### src/rtl/flex_finger_conditioner_pkg.sv
// Shared finger indices and sample classes for the flex-sensor conditioning and
// finger identification stages.
package flex_finger_conditioner_pkg;

  localparam int NUM_FINGERS = 5;

  localparam logic [2:0] FINGER_THUMB  = 3'd0;
  localparam logic [2:0] FINGER_INDEX  = 3'd1;
  localparam logic [2:0] FINGER_MIDDLE = 3'd2;
  localparam logic [2:0] FINGER_RING   = 3'd3;
  localparam logic [2:0] FINGER_PINKY  = 3'd4;

  typedef enum logic [1:0] {
    CLS_HOLD     = 2'd0,
    CLS_BENT     = 2'd1,
    CLS_STRAIGHT = 2'd2
  } cls_e;

  function automatic logic finger_ok(input logic [2:0] finger);
    return finger <= FINGER_PINKY;
  endfunction

endpackage

### src/rtl/flex_finger_conditioner_if.sv
// Sample input stream and debounced finger status outputs of the conditioner.
interface flex_finger_conditioner_if #(
  parameter int DATA_W = 10
);
  logic              sample_valid;
  logic [2:0]        sample_finger;
  logic [DATA_W-1:0] sample_data;
  logic              error_clr;
  logic              thumb_status;
  logic              index_status;
  logic              middle_status;
  logic              ring_status;
  logic              pinky_status;
  logic              status_changed;
  logic              index_error;

  modport master (
    output sample_valid, sample_finger, sample_data, error_clr,
    input  thumb_status, index_status, middle_status, ring_status, pinky_status,
           status_changed, index_error
  );

  modport slave (
    input  sample_valid, sample_finger, sample_data, error_clr,
    output thumb_status, index_status, middle_status, ring_status, pinky_status,
           status_changed, index_error
  );
endinterface

### src/rtl/flex_finger_conditioner_finger_debounce.sv
// One finger's debounce counter and status; with FLEX_STALE_TIMEOUT_EN defined it
// also carries a stale-sample timer that forces the status straight.
module finger_debounce
  import flex_finger_conditioner_pkg::*;
#(
  parameter int DEBOUNCE_N = 3
`ifdef FLEX_STALE_TIMEOUT_EN
  ,
  parameter int TIMEOUT_CYC = 4096
`endif
) (
  input  logic clk,
  input  logic rst,
  input  logic hit_i,
  input  cls_e cls_i,
  input  logic clear_i,
  output logic status_o,
  output logic flip_o
);

  logic       status_q, status_d;
  logic [3:0] cnt_q, cnt_d;
  logic       flip_q, flip_d;
  logic       target;
  logic [3:0] cnt_inc;

  assign cnt_inc = cnt_q + 4'd1;

  always_comb begin
    case (cls_i)
      CLS_BENT:     target = 1'b1;
      CLS_STRAIGHT: target = 1'b0;
      default:      target = status_q;
    endcase
  end

`ifdef FLEX_STALE_TIMEOUT_EN
  localparam int TMR_W = $clog2(TIMEOUT_CYC + 1);
  localparam logic [TMR_W-1:0] TMR_MAX  = TMR_W'(TIMEOUT_CYC);
  localparam logic [TMR_W-1:0] TMR_LAST = TMR_W'(TIMEOUT_CYC - 1);

  logic [TMR_W-1:0] tmr_q, tmr_d;
  logic             stale;

  // Fires once, on the cycle the timer reaches TIMEOUT_CYC; it then saturates.
  assign stale = (tmr_q == TMR_LAST);

  always_comb begin
    tmr_d = tmr_q;
    if (hit_i || clear_i)    tmr_d = '0;
    else if (tmr_q != TMR_MAX) tmr_d = tmr_q + 1'b1;
  end

  always_ff @(posedge clk or negedge rst) begin
    if (!rst) tmr_q <= '0;
    else      tmr_q <= tmr_d;
  end
`else
  logic stale;
  assign stale = 1'b0;
`endif

  always_comb begin
    status_d = status_q;
    cnt_d    = cnt_q;
    flip_d   = 1'b0;
    if (clear_i) begin
      status_d = 1'b0;
      cnt_d    = '0;
    end else if (hit_i) begin
      if (target == status_q) begin
        cnt_d = '0;
      end else if (cnt_inc == 4'(DEBOUNCE_N)) begin
        status_d = ~status_q;
        cnt_d    = '0;
        flip_d   = 1'b1;
      end else begin
        cnt_d = cnt_inc;
      end
    end else if (stale) begin
      status_d = 1'b0;
      cnt_d    = '0;
      flip_d   = status_q;
    end
  end

  always_ff @(posedge clk or negedge rst) begin
    if (!rst) begin
      status_q <= 1'b0;
      cnt_q    <= '0;
      flip_q   <= 1'b0;
    end else begin
      status_q <= status_d;
      cnt_q    <= cnt_d;
      flip_q   <= flip_d;
    end
  end

  assign status_o = status_q;
  assign flip_o   = flip_q;

endmodule

### src/rtl/flex_finger_conditioner.sv
// Classifies multiplexed flex-sensor samples and debounces them into five finger
// status bits. Optional stale timeout: define FLEX_STALE_TIMEOUT_EN.
module flex_finger_conditioner
  import flex_finger_conditioner_pkg::*;
#(
  parameter int DATA_W      = 10,
  parameter int HI_THRESH   = 600,
  parameter int LO_THRESH   = 400,
  parameter int DEBOUNCE_N  = 3,
  parameter int TIMEOUT_CYC = 4096
) (
  input logic                      clk,
  input logic                      rst,
  flex_finger_conditioner_if.slave bus
);

  if (LO_THRESH >= HI_THRESH || DEBOUNCE_N < 1 || DEBOUNCE_N > 15 || TIMEOUT_CYC < 1)
  begin : g_bad_cfg
    $error("flex_finger_conditioner: illegal parameter set");
  end

  localparam logic [DATA_W-1:0] HI_Q = DATA_W'(HI_THRESH);
  localparam logic [DATA_W-1:0] LO_Q = DATA_W'(LO_THRESH);

  cls_e       cls_d, s1_cls_q;
  logic       s1_valid_d, s1_valid_q;
  logic [2:0] s1_finger_q;
  logic       index_error_d, index_error_q;

  logic [NUM_FINGERS-1:0] status;
  logic [NUM_FINGERS-1:0] flip;

  // Values equal to either threshold land in HOLD.
  always_comb begin
    cls_d = CLS_HOLD;
    if (bus.sample_data > HI_Q)      cls_d = CLS_BENT;
    else if (bus.sample_data < LO_Q) cls_d = CLS_STRAIGHT;
  end

  assign s1_valid_d = bus.sample_valid && finger_ok(bus.sample_finger);

  always_comb begin
    index_error_d = index_error_q;
    if (bus.sample_valid && !finger_ok(bus.sample_finger)) index_error_d = 1'b1;
    else if (bus.error_clr)                               index_error_d = 1'b0;
  end

  always_ff @(posedge clk or negedge rst) begin
    if (!rst) begin
      s1_valid_q    <= 1'b0;
      s1_finger_q   <= '0;
      s1_cls_q      <= CLS_HOLD;
      index_error_q <= 1'b0;
    end else begin
      s1_valid_q    <= s1_valid_d;
      s1_finger_q   <= bus.sample_finger;
      s1_cls_q      <= cls_d;
      index_error_q <= index_error_d;
    end
  end

  for (genvar i = 0; i < NUM_FINGERS; i++) begin : g_finger
    finger_debounce #(
      .DEBOUNCE_N (DEBOUNCE_N)
`ifdef FLEX_STALE_TIMEOUT_EN
      ,
      .TIMEOUT_CYC(TIMEOUT_CYC)
`endif
    ) u_debounce (
      .clk     (clk),
      .rst     (rst),
      .hit_i   (s1_valid_q && (s1_finger_q == 3'(i))),
      .cls_i   (s1_cls_q),
      .clear_i (1'b0),
      .status_o(status[i]),
      .flip_o  (flip[i])
    );
  end

  assign bus.thumb_status   = status[FINGER_THUMB];
  assign bus.index_status   = status[FINGER_INDEX];
  assign bus.middle_status  = status[FINGER_MIDDLE];
  assign bus.ring_status    = status[FINGER_RING];
  assign bus.pinky_status   = status[FINGER_PINKY];
  assign bus.status_changed = |flip;
  assign bus.index_error    = index_error_q;

endmodule

### src/flat_wrapper.sv
// flat-port wrapper written by rule: the top's interface ports become plain ports
module flex_finger_conditioner_flat import flex_finger_conditioner_pkg::*;
#(
  parameter int DATA_W      = 10,
  parameter int HI_THRESH   = 600,
  parameter int LO_THRESH   = 400,
  parameter int DEBOUNCE_N  = 3,
  parameter int TIMEOUT_CYC = 4096
)
  (clk, rst, bus_sample_valid, bus_sample_finger, bus_sample_data, bus_error_clr, bus_thumb_status, bus_index_status, bus_middle_status, bus_ring_status, bus_pinky_status, bus_status_changed, bus_index_error);
  flex_finger_conditioner_if #(.DATA_W(DATA_W)) bus_i ();
  input logic clk;
  input logic rst;
  input wire logic [$bits(bus_i.sample_valid)-1:0] bus_sample_valid;
  input wire logic [$bits(bus_i.sample_finger)-1:0] bus_sample_finger;
  input wire logic [$bits(bus_i.sample_data)-1:0] bus_sample_data;
  input wire logic [$bits(bus_i.error_clr)-1:0] bus_error_clr;
  output wire logic [$bits(bus_i.thumb_status)-1:0] bus_thumb_status;
  output wire logic [$bits(bus_i.index_status)-1:0] bus_index_status;
  output wire logic [$bits(bus_i.middle_status)-1:0] bus_middle_status;
  output wire logic [$bits(bus_i.ring_status)-1:0] bus_ring_status;
  output wire logic [$bits(bus_i.pinky_status)-1:0] bus_pinky_status;
  output wire logic [$bits(bus_i.status_changed)-1:0] bus_status_changed;
  output wire logic [$bits(bus_i.index_error)-1:0] bus_index_error;
  assign bus_i.sample_valid = bus_sample_valid;
  assign bus_i.sample_finger = bus_sample_finger;
  assign bus_i.sample_data = bus_sample_data;
  assign bus_i.error_clr = bus_error_clr;
  assign bus_thumb_status = bus_i.thumb_status;
  assign bus_index_status = bus_i.index_status;
  assign bus_middle_status = bus_i.middle_status;
  assign bus_ring_status = bus_i.ring_status;
  assign bus_pinky_status = bus_i.pinky_status;
  assign bus_status_changed = bus_i.status_changed;
  assign bus_index_error = bus_i.index_error;
  flex_finger_conditioner #(.DATA_W(DATA_W), .HI_THRESH(HI_THRESH), .LO_THRESH(LO_THRESH), .DEBOUNCE_N(DEBOUNCE_N), .TIMEOUT_CYC(TIMEOUT_CYC)) u_core (.clk(clk), .rst(rst), .bus(bus_i));
endmodule
### config.mk
export PLATFORM = sky130hd
export DESIGN_NAME = flex_finger_conditioner_flat
export DESIGN_NICKNAME = d
export VERILOG_FILES = /design/src/rtl/flex_finger_conditioner_pkg.sv /design/src/rtl/flex_finger_conditioner_if.sv /design/src/rtl/flex_finger_conditioner_finger_debounce.sv /design/src/rtl/flex_finger_conditioner.sv /design/src/flat_wrapper.sv
export SDC_FILE = /design/constraint.sdc
export NUM_CORES = 1
export LEC_CHECK = 0
export ABC_CLOCK_PERIOD_IN_PS = 4030
export BUFFER_PORTS_ARGS = -buffer_cell sky130_fd_sc_hd__buf_2
export CORE_MARGIN = 4
export CORE_UTILIZATION = 45
export CTS_BUF_LIST = sky130_fd_sc_hd__clkbuf_2
export CTS_CLUSTER_SIZE = 20
export DETAILED_ROUTE_END_ITERATION = 7
export GPL_TIMING_DRIVEN = 0
export PLACE_DENSITY_LB_ADDON = 0.25
export SETUP_SLACK_MARGIN = 0.02
export SLEW_MARGIN = 20
export SYNTH_ARGS = -nofsm -noshare
export SYNTH_HDL_FRONTEND = slang
export SYNTH_SLANG_ARGS = --single-unit
### constraint.sdc
create_clock -name clk -period 4.03 [get_ports clk]
set_clock_uncertainty 0.1 [all_clocks]
set_input_delay 0.2015 -clock clk [delete_from_list [all_inputs] [get_ports clk]]
set_output_delay 0.2015 -clock clk [all_outputs]
set_load 0.03 [all_outputs]
# Word level (Yosys, flattened, before mapping)
# Cells that the tools add are included.
[classes]
n_addsub = 5
muxes = 34
eq_ne = 16
reduce_logical = 16
bitwise = 10
magnitude_cmp = 3
[op_table]
columns = ["cell", "count"]
rows = [
  ["$mux 4", 10],
  ["$add 4x1->4 const B", 5],
  ["$eq 4x2->1 const B", 5],
  ["$mux 1", 17],
  ["$reduce_and 3->1", 5],
  ["$gt 10x10->1 const B", 1],
  ["$lt 10x9->1 const B", 1],
  ["$not 1->1", 10],
  ["$pmux 1 s2", 5],
  ["$logic_and 1x1->1", 7],
  ["$eq 3x2->1 const B", 2],
  ["$eq 1x1->1", 5],
  ["$reduce_or 5->1", 1],
  ["$mux 2", 2],
  ["$eq 3x1->1 const B", 1],
  ["$eq 3x3->1 const B", 1],
  ["$le 3x3->1 const B", 1],
  ["$logic_not 3->1", 1],
  ["$eq 2x1->1 const B", 1],
  ["$eq 2x2->1 const B", 1],
  ["$reduce_bool 2->1", 1],
  ["$logic_not 1->1", 1],
]
[word_totals]
out_inout_bits = 7
word_cells = 103
inputBits = 17
register_bits = 37

# Logic depth before layout (Yosys ltp)
# Gate-level depths: netlist of run 1.
[logic_depth]
ltp_word = 5
mapped_depth = 7

# Cells and area by module
# A second synthesis of run 1 with hierarchy kept.
[unflattened]
hier_cells = 214
area_unflattened_um2 = 2169.6
[by_module_without_submodules]
columns = ["mod", "cells_per_inst", "area_each_um2", "n_inst"]
rows = [
  ["finger_debounce", 37, 371.6, 5],
  ["flex_finger_conditioner", 29, 311.5, 1],
]

# Worst setup path before layout of run 1
# Ideal clock, no wire load.
[synth_path]
kind = "flip-flop to flip-flop"
startpoint = "register u_core.g_finger[0].u_debounce.cnt_q[0]"
endpoint = "register u_core.g_finger[0].u_debounce.status_q"
path_buffers = 0
setup_ps = 80
path_slack_ps = 2262
path_stages_with_launch = 6
arrival_ps = 1587
t_required_ps = 3850
cell_sequence = "dfrtp_1 > ha_1 > or4b_1 > o31ai_1 > and2_1 > xor2_1"
[synth_between]
elab_chain_len = 3
[synth_lines]
columns = ["item", "line", "rtl"]
rows = [
  ["start, declared", "flex_finger_conditioner_finger_debounce.sv:22", "logic [3:0] cnt_q, cnt_d;"],
  ["start signal, assigned", "flex_finger_conditioner_finger_debounce.sv:94", "cnt_q <= cnt_d;"],
  ["$add 4x1->4", "flex_finger_conditioner_finger_debounce.sv:27", "assign cnt_inc = cnt_q + 4'd1;"],
  ["$eq 4x2->1", "flex_finger_conditioner_finger_debounce.sv:73", "end else if (cnt_inc == 4'(DEBOUNCE_N)) begin"],
  ["$reduce_and 3->1 (no source line)", "-", ""],
  ["end signal, assigned", "flex_finger_conditioner_finger_debounce.sv:93", "status_q <= status_d;"],
  ["end, declared", "flex_finger_conditioner_finger_debounce.sv:21", "logic status_q, status_d;"],
]
# Every way passes these cells.
# A chain may end at the register's enable or synchronous reset.

# Worst setup path in the final report of run 1
[layout_path]
startpoint = "register u_core.s1_cls_q[0]"
endpoint = "register u_core.g_finger[1].u_debounce.cnt_q[2]"
[layout_between]
elab_chain_len = 4
word_cells_on_any_way = 5
[layout_lines]
columns = ["item", "line", "rtl"]
rows = [
  ["start, declared", "flex_finger_conditioner.sv:25", "cls_e cls_d, s1_cls_q;"],
  ["start signal, assigned", "flex_finger_conditioner.sv:57", "s1_cls_q <= cls_d;"],
  ["$eq 2x2->1 / $eq 2x1->1 (equally long branches)", "flex_finger_conditioner_finger_debounce.sv:30", "case (cls_i)"],
  ["$pmux 1 s2 (*)", "flex_finger_conditioner_finger_debounce.sv:30", ""],
  ["$eq 1x1->1 (*)", "flex_finger_conditioner_finger_debounce.sv:71", "if (target == status_q) begin"],
  ["$mux 4 (*)", "flex_finger_conditioner_finger_debounce.sv:71", ""],
  ["end signal, assigned", "flex_finger_conditioner_finger_debounce.sv:94", ""],
  ["end, declared", "flex_finger_conditioner_finger_debounce.sv:22", ""],
]
# Every way passes the cells marked *; elsewhere a longest branch is shown, timed or not.

==> results.md, run 1 <==
- WL per Instance: 12.80 µm
- Total die area: about 0.0055 mm²
- Row Count: 23
- Pre-Repair DR Iteration Count: 4
- Number of enable flip-flop cells after synthesis: 0
- Combinational group share of total power: 0.120
- Synth Register Bits: 37
- Final Max Slew Viols: 0
- Worst Hold Class: input port to asynchronous set/reset pin
- GP Congestion: 0.7314
- Most common cell in the netlist: dfrtp_1
- Seq pwr share: 0.635
- Clock buffer count from CTS: 5
- FF-to-FF Start: u_core.s1_cls_q[0]
- First-pass GRT wire length: 6306 µm
- Routed wire length: 3596 µm
- I/O Pins: 24
- Clk buf depth: 2
- FFs w/ async S/R, synth: 1.000
- Via density: 5.459
- Worst EP required: roughly 4.2 ns
- DP Area: around 0.0021 mm²
- Final Power: 0.0006291 W
- Worst slew pin tran: ~0.8 ns
- Setup bufs post-CTS: 0
- Core Box Area: 0.004115 mm²
- Sequential area share after synthesis: 0.4734
- Initial Util: 0.4752
- Buffer and inverter count on the worst path: 2
- Port bufs: 23
- Worst setup EP type: flip-flop
- Slowest-stage cell, CP: buf_1
- CTS root buf: clkbuf_2
- Layout Cells excl Fill: 281
- Setup violators final: 0
- H-tree depth: 2
- Sw Pwr: 0.0001726 W
- Initial DRC count: between 60 and 70
- Dpl cells: around 260
- CTS Sinks: 37
- Net Count, Synth: 218
- Area contributors post-synth: dfrtp_1 (47%), ha_1 (7.0%), o31ai_1 (6.5%)
- Final ANT Viol Nets: 0
- Clock-pin slew on the worst setup and hold paths: 0.18 ns
- Fin Setup TNS: 0 ns
- Worst setup path class: flip-flop to flip-flop
- Reg2Reg Setup Slack: 1.93 ns
- Mapped Area: ~0.002 mm²
- Die W: around 74 µm
- CP cell instances: ha_1 -> clkbuf_1 -> buf_1 -> nor3_1 -> o21ai_0 -> o21ai_1
- Die height: 73.92 µm
- Via count: 1534
- DRC viols: 0
- Initial antenna violation count: 0
- Int Power: 0.0004565 W
- Post-synthesis adder-cell area fraction: 0.07038
- Final Cycle Share: 0.5202
- Largest stage delay on the critical path: 0.46 ns
- Layout cells sized above 1: 0.1472
- Top Family by Delay on Critical Path: buffers and inverters
- Post-synth top area cell: dfrtp_1
- Gr usage total: 0.1490
- Crit path arrival time: approximately 2.3 ns
- Yosys warning total: 0
- CTS tree: built
- Post-synthesis mux area share: 0
- Reg2reg path depth: 6
- Min Clock Period, post-route: 2.097 ns
- Layout Nets: 259
- Yosys cell types: 29
- Unrepaired setup endpoints after global routing: false
- Avg Cell Area, Syn: about 10 µm²
- Max Fclk: 477.0 MHz
- Post-Synth Simple-Gate Area: 0.2278
- Sw frac: 0.2743
- RR Endpoint: u_core.g_finger[1].u_debounce.cnt_q[2]
- Ant. Diodes: 0
- Power per cell area: 276.3 mW/mm²
- Vias in the first global route: 1486
- Worst-Skew Late Latency: 0.37 ns
- Largest net degree at the start of global routing: 38
- Final Hold Fails: 0
- Fin area: 0.002277 mm²
- Part of the power in the clock network: 0.245
- Post-synth top area share: 0.4734
- Largest family of logic cells by synthesized area: simple AND/OR/NAND/NOR gates
- Status: complete, no violations
- GR Overflow Total: 0
- Compound-Gate Fraction of Synth Area: 0.1625
- Max transition margin: 0.4814
- Synth-to-layout area growth: 16.44%
- Cells after Synth: 190
- Synth cell count leaders: dfrtp_1 (37), nand2_1 (20), o31ai_1 (17), nor3_1 (15), ha_1 (11)
- Max-cap viol count: 0
- Crit Path Max Fanout: 10
- VDD IR-drop max: about 190 µV
- Startpoint type of the worst setup path: flip-flop
- Fill cells: 376
- Leak: 1.045 nW
- Post-synth top flop: dfrtp_1
- Synth Area in XOR/XNOR: 0.04479
- Post-DP HPWL: 2551 µm
## worst max path at each step
stage	endpoint	depth (start not counted)	slack, ns	startpoint
global route	u_core.g_finger[3].u_debounce.cnt_q[2]	6	1.79	u_core.s1_cls_q[0]
global placement	u_core.g_finger[3].u_debounce.cnt_q[2]	6	1.98	u_core.s1_cls_q[0]
floorplan	u_core.g_finger[0].u_debounce.status_o	5	2.26	u_core.g_finger[0].u_debounce.cnt_q[0]
finish	u_core.g_finger[1].u_debounce.cnt_q[2]	6	1.93	u_core.s1_cls_q[0]
CTS	u_core.g_finger[1].u_debounce.cnt_q[2]	6	1.93	u_core.s1_cls_q[0]
detailed placement	u_core.g_finger[3].u_debounce.cnt_q[2]	6	1.97	u_core.s1_cls_q[0]
## kinds of logic (layout without fill, tap and decap cells)
logic type               Yosys count  after routing
AO/OA/AOI/OAI                     46             46
AND/OR/NAND/NOR                   75             75
adder cells (fa/ha/maj)           11             11
buffers and inverters             11             52
flip-flops                        37             37
XOR/XNOR                          10             10
## registers in the layout, indices dropped and copies added, names as in the netlist
signal	flops
u_core.g_finger.u_debounce.cnt_q	20
u_core.g_finger.u_debounce.flip_o	5
u_core.g_finger.u_debounce.status_o	5
u_core.s1_finger_q	3
u_core.s1_cls_q	2
u_core.bus.index_error	1
u_core.s1_valid_q	1
## through the flow
step | worst slack, ns | utilization | hold WS (ns)
2_1_floorplan | 2.262 | - | -0.1941
3_3_place_gp | 1.976 | 0.5184 | 0.2246
3_5_place_dp | 1.971 | 0.5184 | 0.2229
4_1_cts | 1.929 | 0.5534 | 0.3359
5_1_grt | 1.786 | 0.5534 | 0.3413
6_report | 1.933 | 0.5534 | 0.3150
## power groups by stage
stage	registers (W)	logic [W]	clock network, W
2_1_floorplan	0.000405	0.0000384	0
4_1_cts	0.000399	0.0000769	0.000163
3_3_place_gp	0.000406	0.0000668	0
6_report	0.000399	0.0000758	0.000154
3_5_place_dp	0.000406	0.0000678	0
5_1_grt	0.000402	0.0000867	0.000179
## per-layer routing
layer | track usage | wire (µm) | vias to the layer above
met5 | 0 | 0 | -
met4 | 0.06036 | 51 | 0
met3 | 0.03283 | 153 | 7
met2 | 0.2461 | 1665 | 30
met1 | 0.1894 | 1725 | 717
li1 | - | - | 780
## repair_timing
action,in CTS,in global routing
hold buffers,11,0
gates resized for setup,0,0
endpoints found under the hold margin,44,0
## placed cells by master, fill, tap and decap left out, types with 2 or more instances in the layout
cell type	count
and3b_1	5
nand4bb_1	3
a21oi_1	4
o31ai_2	3
buf_2	23
o21ai_1	5
nor3_1	15
and2_1	6
or3_1	5
nand2_1	20
a21boi_0	6
ha_1	11
clkbuf_1	2
or4b_1	5
o31ai_1	17
nor2_1	2
inv_1	8
nand3_1	10
dlygate4sd3_1	11
xnor2_1	5
clkbuf_2	6
o21ai_0	8
dfrtp_1	37
xor2_1	5
## layout make-up
| type | count | area (µm²) | share of cell area |
|---|---|---|---|
| multi-input combinational | 142 | 988.4 | 0.4341 |
| sequential | 37 | 925.9 | 0.4066 |
| timing repair buffer | 34 | 225.2 | 0.09890 |
| tap | 50 | 62.56 | 0.02747 |
| clock buffer | 6 | 30.03 | 0.01319 |
| inverter | 8 | 30.03 | 0.01319 |
| buffer | 3 | 11.26 | 0.004945 |
| clock inverter | 1 | 3.754 | 0.001648 |
Power figures use the tool's default switching activity.
==> inputs of run 2 (changes only) <==
- ABC_AREA: not set -> 1
- ABC_CLOCK_PERIOD_IN_PS: 4030 -> 1900
- clock period: 4.03 -> 1.9 ns (I/O delays scaled with it)
==> run 2 against run 1 <==
  * Register-to-register slack worse by 1.6 ns
  * First-iteration DRC count down 13%
  * Via count up 21%
  * Die area up 9.8%
  * Core utilization down 1.5 points
  * Worst setup slack worse by 1.6 ns
  * Largest cell class unchanged
  * Critical path type unchanged
  * Final cell count up 39%
  * Clock-buffer cell count unchanged
  * Final area up 11%
  * Sequential power up 110%
  * Synthesized area up 11%
  * Maximum frequency up 36%
==> results.md, run 2 <==
- Status: complete, no violations
- Final Max Slew Viols: 0
- GR Overflow Total: 0
- FF-to-FF Start: u_core.s1_cls_q[0]
- Via density: roughly 4.7
- Largest Register: u_core.g_finger.u_debounce.cnt_q
- Mapped Area: 0.002171 mm²
- Vias in the first global route: 1646
- Worst-Skew Late Latency: ~0.38 ns
- Post_cts resized: 0
- Post-synth top flop: dfrtp_1
- DRC viols: 0
- Min Clock Period, post-route: 1.545 ns
- CP cell instances: ha_1 -> nor2_1 -> nand2_1 -> nor2_4 -> nand2_1 -> nand2_1 -> nand2_1
- FFs w/ async S/R, synth: 1.000
- Final Cycle Share: 0.8132
- Synth Register Bits: 37
- Yosys warning total: 0
- Crit Path Max Fanout: 5
- Crit path arrival time: 1.74 ns
- H-tree depth: 2
- Max Fclk: 647.2 MHz
- CTS Sinks: 37
- Slowest-stage cell, CP: dfrtp_1
- Area contributors post-synth: dfrtp_1 (43%), nand2_1 (17%), inv_1 (8.3%)
- Layout Nets: 365
- Synth-to-layout area growth: 16.43%
- Pre-Repair DR Iteration Count: 4
- Hold path depth: 5
- First-pass GRT wire length: 7003 µm
- Fin Setup TNS: 0 ns
- Worst Hold Class: input port to flip-flop
- Commonest non-fill, non-tap cells in the layout: nand2_1 (98), inv_1 (48), dfrtp_1 (37)
- Area of the multi-input gates: 0.001042 mm²
- Reg2Reg Setup Slack: about 0.35 ns
- Max-cap viol count: 0
- Yosys cell types: 22
- Number of enable flip-flop cells after synthesis: 0
- Die W: 77.46 µm
- Via count: ~1900
- Setup violators final: 0
- Net Count, Synth: 321
- Row Count: 25
- GP Congestion: 0.8099
- Fill cells: 419
- Power per cell area: 528.2 mW/mm²
- Clk buf depth: 2
- Stages on the worst setup path: 7
- Top Family by Delay on Critical Path: simple AND/OR/NAND/NOR gates
- Avg Cell Area, Syn: 7.409 µm²
- Reg2reg path depth: 7
- Sequential cell area: ~900 µm²
- CTS tree: built
- Buffer and inverter count on the worst path: 0
- Largest stage delay on the critical path: approximately 0.39 ns
- Most frequent CP cell: nand2_1
- Routed wire length: between 3000 and 4000 µm
- Setup bufs post-CTS: 0
- I/O Pins: 24
- Unrepaired setup endpoints after global routing: false
- Hold Slack: 0.03282 ns
- Cells after Synth: 293
- CP startpoint: u_core.s1_cls_q[0]
- Post-DP HPWL: 2894 µm
- Clock buffer count from CTS: 5
- Gr usage total: 0.1442
- Largest register FFs: 20
- Leak: between 1 and 1.5 nW
- Largest net degree at the start of global routing: 38
- Worst setup path class: flip-flop to flip-flop
- RR Endpoint: u_core.g_finger[0].u_debounce.status_o
- Die height: 77.46 µm
- Worst EP required: 2.09 ns
- CTS root buf: clkbuf_2
- Layout cells sized above 1: 0.1454
- Initial DRC count: 53
- Ant. Diodes: 0
- Startpoint type of the worst setup path: flip-flop
- Final Hold Fails: 0
- WL per Instance: a little over 10 µm
- VDD IR-drop max: 289.1 µV
- Max transition margin: 0.4672
- Sequential area share after synthesis: 0.4265
- Post-CTS Hold Buffers: 14
- Worst setup path end: u_core.g_finger[0].u_debounce.status_o
- Clock-pin slew on the worst setup and hold paths: 0.17 ns
- Core Box Area: 0.004692 mm²
- Synth cell count leaders: nand2_1 (98), inv_1 (48), dfrtp_1 (37), nor2_1 (25), nand3_1 (21)
- Most common cell in the netlist: nand2_1
- Worst setup EP type: flip-flop
- Port bufs: 23
- Post-synth top area share: 0.4265
- Post-synth top area cell: dfrtp_1
- Initial Util: 0.4627
- Commonest non-fill, non-tap cell in the layout: nand2_1
- Final ANT Viol Nets: 0
- Initial antenna violation count: 0
- Worst slew pin tran: 0.7993 ns
- Total die area: 0.005999 mm²
==> run 2: cell type report <==
cell class / count / area share
multi-input cells: 203 / 0.4124
flip-flops and latches: 37 / 0.3663
repair buffers: 37 / 0.1010
inverters: 52 / 0.07723
well taps: 54 / 0.02673
clock buffers: 6 / 0.01188
plain buffers: 1 / 0.002970
clock inverters: 1 / 0.001485
==> run 2: tightest hold or removal path: stages <==
cell,delay (ns)
buf_2,0.08
a21oi_1,0.05
o21ai_0,0.15
nand2_1,0.05
inv_1,0.04
==> run 2: through the flow <==
stage | instance area (µm²) | total power, W | setup WS [ns] | instances | utilization
3_5_place_dp | 2354 | 0.001003 | 0.3581 | 370 | 0.5016
4_1_cts | 2527 | 0.001360 | 0.3469 | 391 | 0.5387
5_1_grt | 2527 | 0.001417 | 0.2435 | 391 | 0.5387
2_1_floorplan | 2171 | 0.0009432 | 0.5035 | 293 | -
3_3_place_gp | 2354 | 0.0009993 | 0.3804 | 370 | 0.5016
6_report | 2527 | 0.001335 | 0.3549 | 391 | 0.5387
==> run 2: cells by family (layout without fill, tap and decap cells) <==
kind of cell	after synthesis	after routing	synth area share
AND/OR/NAND/NOR	176	176	0.3775
buffers and inverters	53	97	0.09337
flip-flops	37	37	0.4265
AO/OA/AOI/OAI	16	16	0.03919
adder cells (fa/ha/maj)	11	11	0.06340
==> run 2: metal layers <==
layer  routed length (µm)  vias to the layer above  global-route usage  part of all wire
met5                    0                        -                   0                 0
li1                     -                     1004                   -                 -
met3                  134                        5             0.04292             0.034
met4                   57                        0             0.04804             0.014
met1                 1924                      817              0.1881              0.49
met2                 1830                       31              0.2288              0.46
==> run 2: power by group <==
part	switching, W	internal, W
combinational	0.0000945	0.0000721
sequential	0.0000316	0.000813
clock	0.000238	0.0000859
total	0.000364	0.000970
==> run 2: worst min path at each step <==
stage                         startpoint                      to
global placement    bus_sample_finger[2]   u_core.s1_finger_q[2]
floorplan                            rst  u_core.bus.index_error
CTS                   bus_sample_data[2]      u_core.s1_cls_q[0]
global route          bus_sample_data[2]      u_core.s1_cls_q[0]
finish                bus_sample_data[3]      u_core.s1_cls_q[0]
detailed placement  bus_sample_finger[2]   u_core.s1_finger_q[2]
==> inputs of run 3 (changes only) <==
- ABC_AREA: 1 -> 0
- ABC_CLOCK_PERIOD_IN_PS: 1900 -> 1300
- clock period: 1.9 -> 1.3 ns (I/O delays scaled with it)
==> run 3 against run 2 <==
  * The run now ends with setup timing left
  * Combinational power increased to 3.6 times the previous value
  * Clock-buffer cell count unchanged
  * Power increased by 79%
  * Sequential share of layout area decreased by 9.1 points
  * Sequential power increased by 48%
  * Clock power increased by 70%
  * Global-route usage increased by 8.0 points
  * Critical endpoint is now u_core.g_finger[0].u_debounce.cnt_q[3]
  * Final cell count decreased by 14%
  * Die area decreased by 8.9%
  * Core utilization increased by 29 points
  * Flip-flop and latch count unchanged
==> results.md, run 3 (synthesis gave the netlist of run 1 again) <==
- CTS Sinks: 37
- CTS tree: built
- CTS root buf: clkbuf_2
- Leak: 1.488 nW
- Crit Path Max Fanout: 4
- Layout Nets: 315
- Ant. Diodes: 0
- Port bufs: 23
- Synth-to-layout area growth: 74.73%
- Largest register FFs: 20
- Row Count: 23
- DRC viols: 0
- Worst setup EP type: flip-flop
- VDD IR-drop max: just over 600 µV
- Pre-Repair DR Iteration Count: 4
- Worst slew pin tran: between 0.8 and 0.9 ns
- Vias in the first global route: 1981
- Die height: approximately 74 µm
- Initial antenna violation count: 0
- Largest Register: u_core.g_finger.u_debounce.cnt_q
- Clock-pin slew on the worst setup and hold paths: 0.22 ns
- Power per cell area: 700.9 mW/mm²
- Post-DP HPWL: roughly 2700 µm
- Initial Util: 0.4752
- Gr usage total: 0.2243
- Max transition margin: 0.4488
- H-tree depth: 2
- Layout cells sized above 1: 0.5972
- Die W: 73.92 µm
- Top Family by Delay on Critical Path: simple AND/OR/NAND/NOR gates
- GP Congestion: 0.7507
- Worst EP required: 1.50 ns
- Commonest non-fill, non-tap cells in the layout: buf_4 (39), dfrtp_1 (24), nand2_1 (20), buf_2 (20), buf_6 (19)
- Status: finished with violations
- Crit path arrival time: 2.07 ns
- Via density: 5.772
- Worst setup path class: flip-flop to flip-flop
- Area of the multi-input gates: about 0.0016 mm²
- Largest net degree at the start of global routing: 38
- Max-cap viol count: 0
- Final Max Slew Viols: 0
- Startpoint type of the worst setup path: flip-flop
- Min Clock Period, post-route: 1.869 ns
- Violated checks: setup timing
- Sequential cell area: 942.2 µm²
- Worst Hold Class: input port to asynchronous set/reset pin
- Fill cells: 203
- Routed wire length: between 6000 and 7000 µm
- Final Hold Fails: 0
- Initial DRC count: 117
- Largest stage delay on the critical path: 0.59 ns
- Worst-Skew Late Latency: 0.40 ns
- Unrepaired setup endpoints after global routing: true
- First-pass GRT wire length: just over 9000 µm
- CP cell instances: or4b_4 -> or3_4 -> o31ai_2
- Final ANT Viol Nets: 0
- WL per Instance: about 18 µm
- Via count: 1951
- Buffer and inverter count on the worst path: 0
- I/O Pins: 24
- CP startpoint: u_core.s1_finger_q[0]
- Setup violators final: 33
- Final Worst Setup Slack: -0.5694 ns
- Final Cycle Share: 1.438
- GR Overflow Total: 0
- Clk buf depth: 2
- Clock buffer count from CTS: 5
- DP Area: roughly 0.0023 mm²
- Slowest-stage cell, CP: or4b_4
- Pre-CTS WS: -0.5708 ns
- Final Power: 0.002395 W
- Commonest non-fill, non-tap cell in the layout: buf_4
- Fin area: 0.003417 mm²
- Total die area: 0.005464 mm²
- Core Box Area: 0.004115 mm²
- FF-to-FF Start: u_core.s1_finger_q[0]
- Max Fclk: 534.9 MHz
run 3: cell types whose count changed in the layout (fill, tap and decap cells not counted), moves of 13 or more:
cell,previous run,this run
buf_4,1,39
inv_1,48,2
nand2_1,98,20
dfrtp_1,37,24
buf_6,0,19
dfrtp_2,0,13
nor2_1,25,2
run 3: path summary, 6_finish.rpt:
path	slack (ns)	cells past startpoint	end
max	-0.57	3	u_core.g_finger[0].u_debounce.cnt_q[3]
min	0.16	2	u_core.g_finger[2].u_debounce.cnt_q[0]
max reg2reg	-0.57	3	u_core.g_finger[0].u_debounce.cnt_q[3]
min reg2reg	0.44	1	u_core.g_finger[0].u_debounce.status_o
max in group asynchronous	0.35	2	u_core.s1_valid_q
min in group clk	0.23	2	u_core.s1_finger_q[1]
run 3: per-stage QoR:
step | instances | util | TNS (ns) | hold WS, ns
2_1_floorplan | 190 | - | -7.093 | -0.3306
3_3_place_gp | 263 | 0.5540 | -9.997 | 0.08798
3_5_place_dp | 263 | 0.5540 | -10.74 | 0.08577
4_1_cts | 322 | 0.7668 | -9.897 | 0.1920
5_1_grt | 338 | 0.8303 | -13.73 | 0.2152
6_report | 338 | 0.8303 | -12.09 | 0.1580
run 3: cell type report:
cell class | count | share of cell area
multi-input combinational | 142 | 0.4555
sequential | 37 | 0.2757
inverter | 8 | 0.008788
clock inverter | 2 | 0.002929
buffer | 2 | 0.009886
tap | 50 | 0.01831
clock buffer | 6 | 0.008788
timing repair buffer | 91 | 0.2201
run 3: metal layers:
metal,share of wire,vias up,track usage
met5,0,-,0
met4,0.010,0,0.07847
met3,0.048,8,0.04104
met2,0.53,65,0.4242
met1,0.42,974,0.2483
li1,-,904,-
run 3: worst register-to-register path, cell delays in order (launching register included):
cell and delay (ns):
dfrtp_1 0.45, or4b_4 0.59, or3_4 0.43, o31ai_2 0.23
run 3: timing repair:
item,CTS,global route
endpoints found under the hold margin,44,0
setup buffers,38,18
endpoints found under the setup margin,34,36
pin swaps,24,22
hold buffers,12,0
gates resized for setup,84,37
cloned,2,0
run 3: where the power goes:
group | leakage, nW | internal (W) | switching, W
sequential | 0.482 | 0.00119 | 0.0000572
clock | 0.0327 | 0.000135 | 0.000415
combinational | 0.973 | 0.000304 | 0.000289
total | 1.49 | 0.00163 | 0.000761
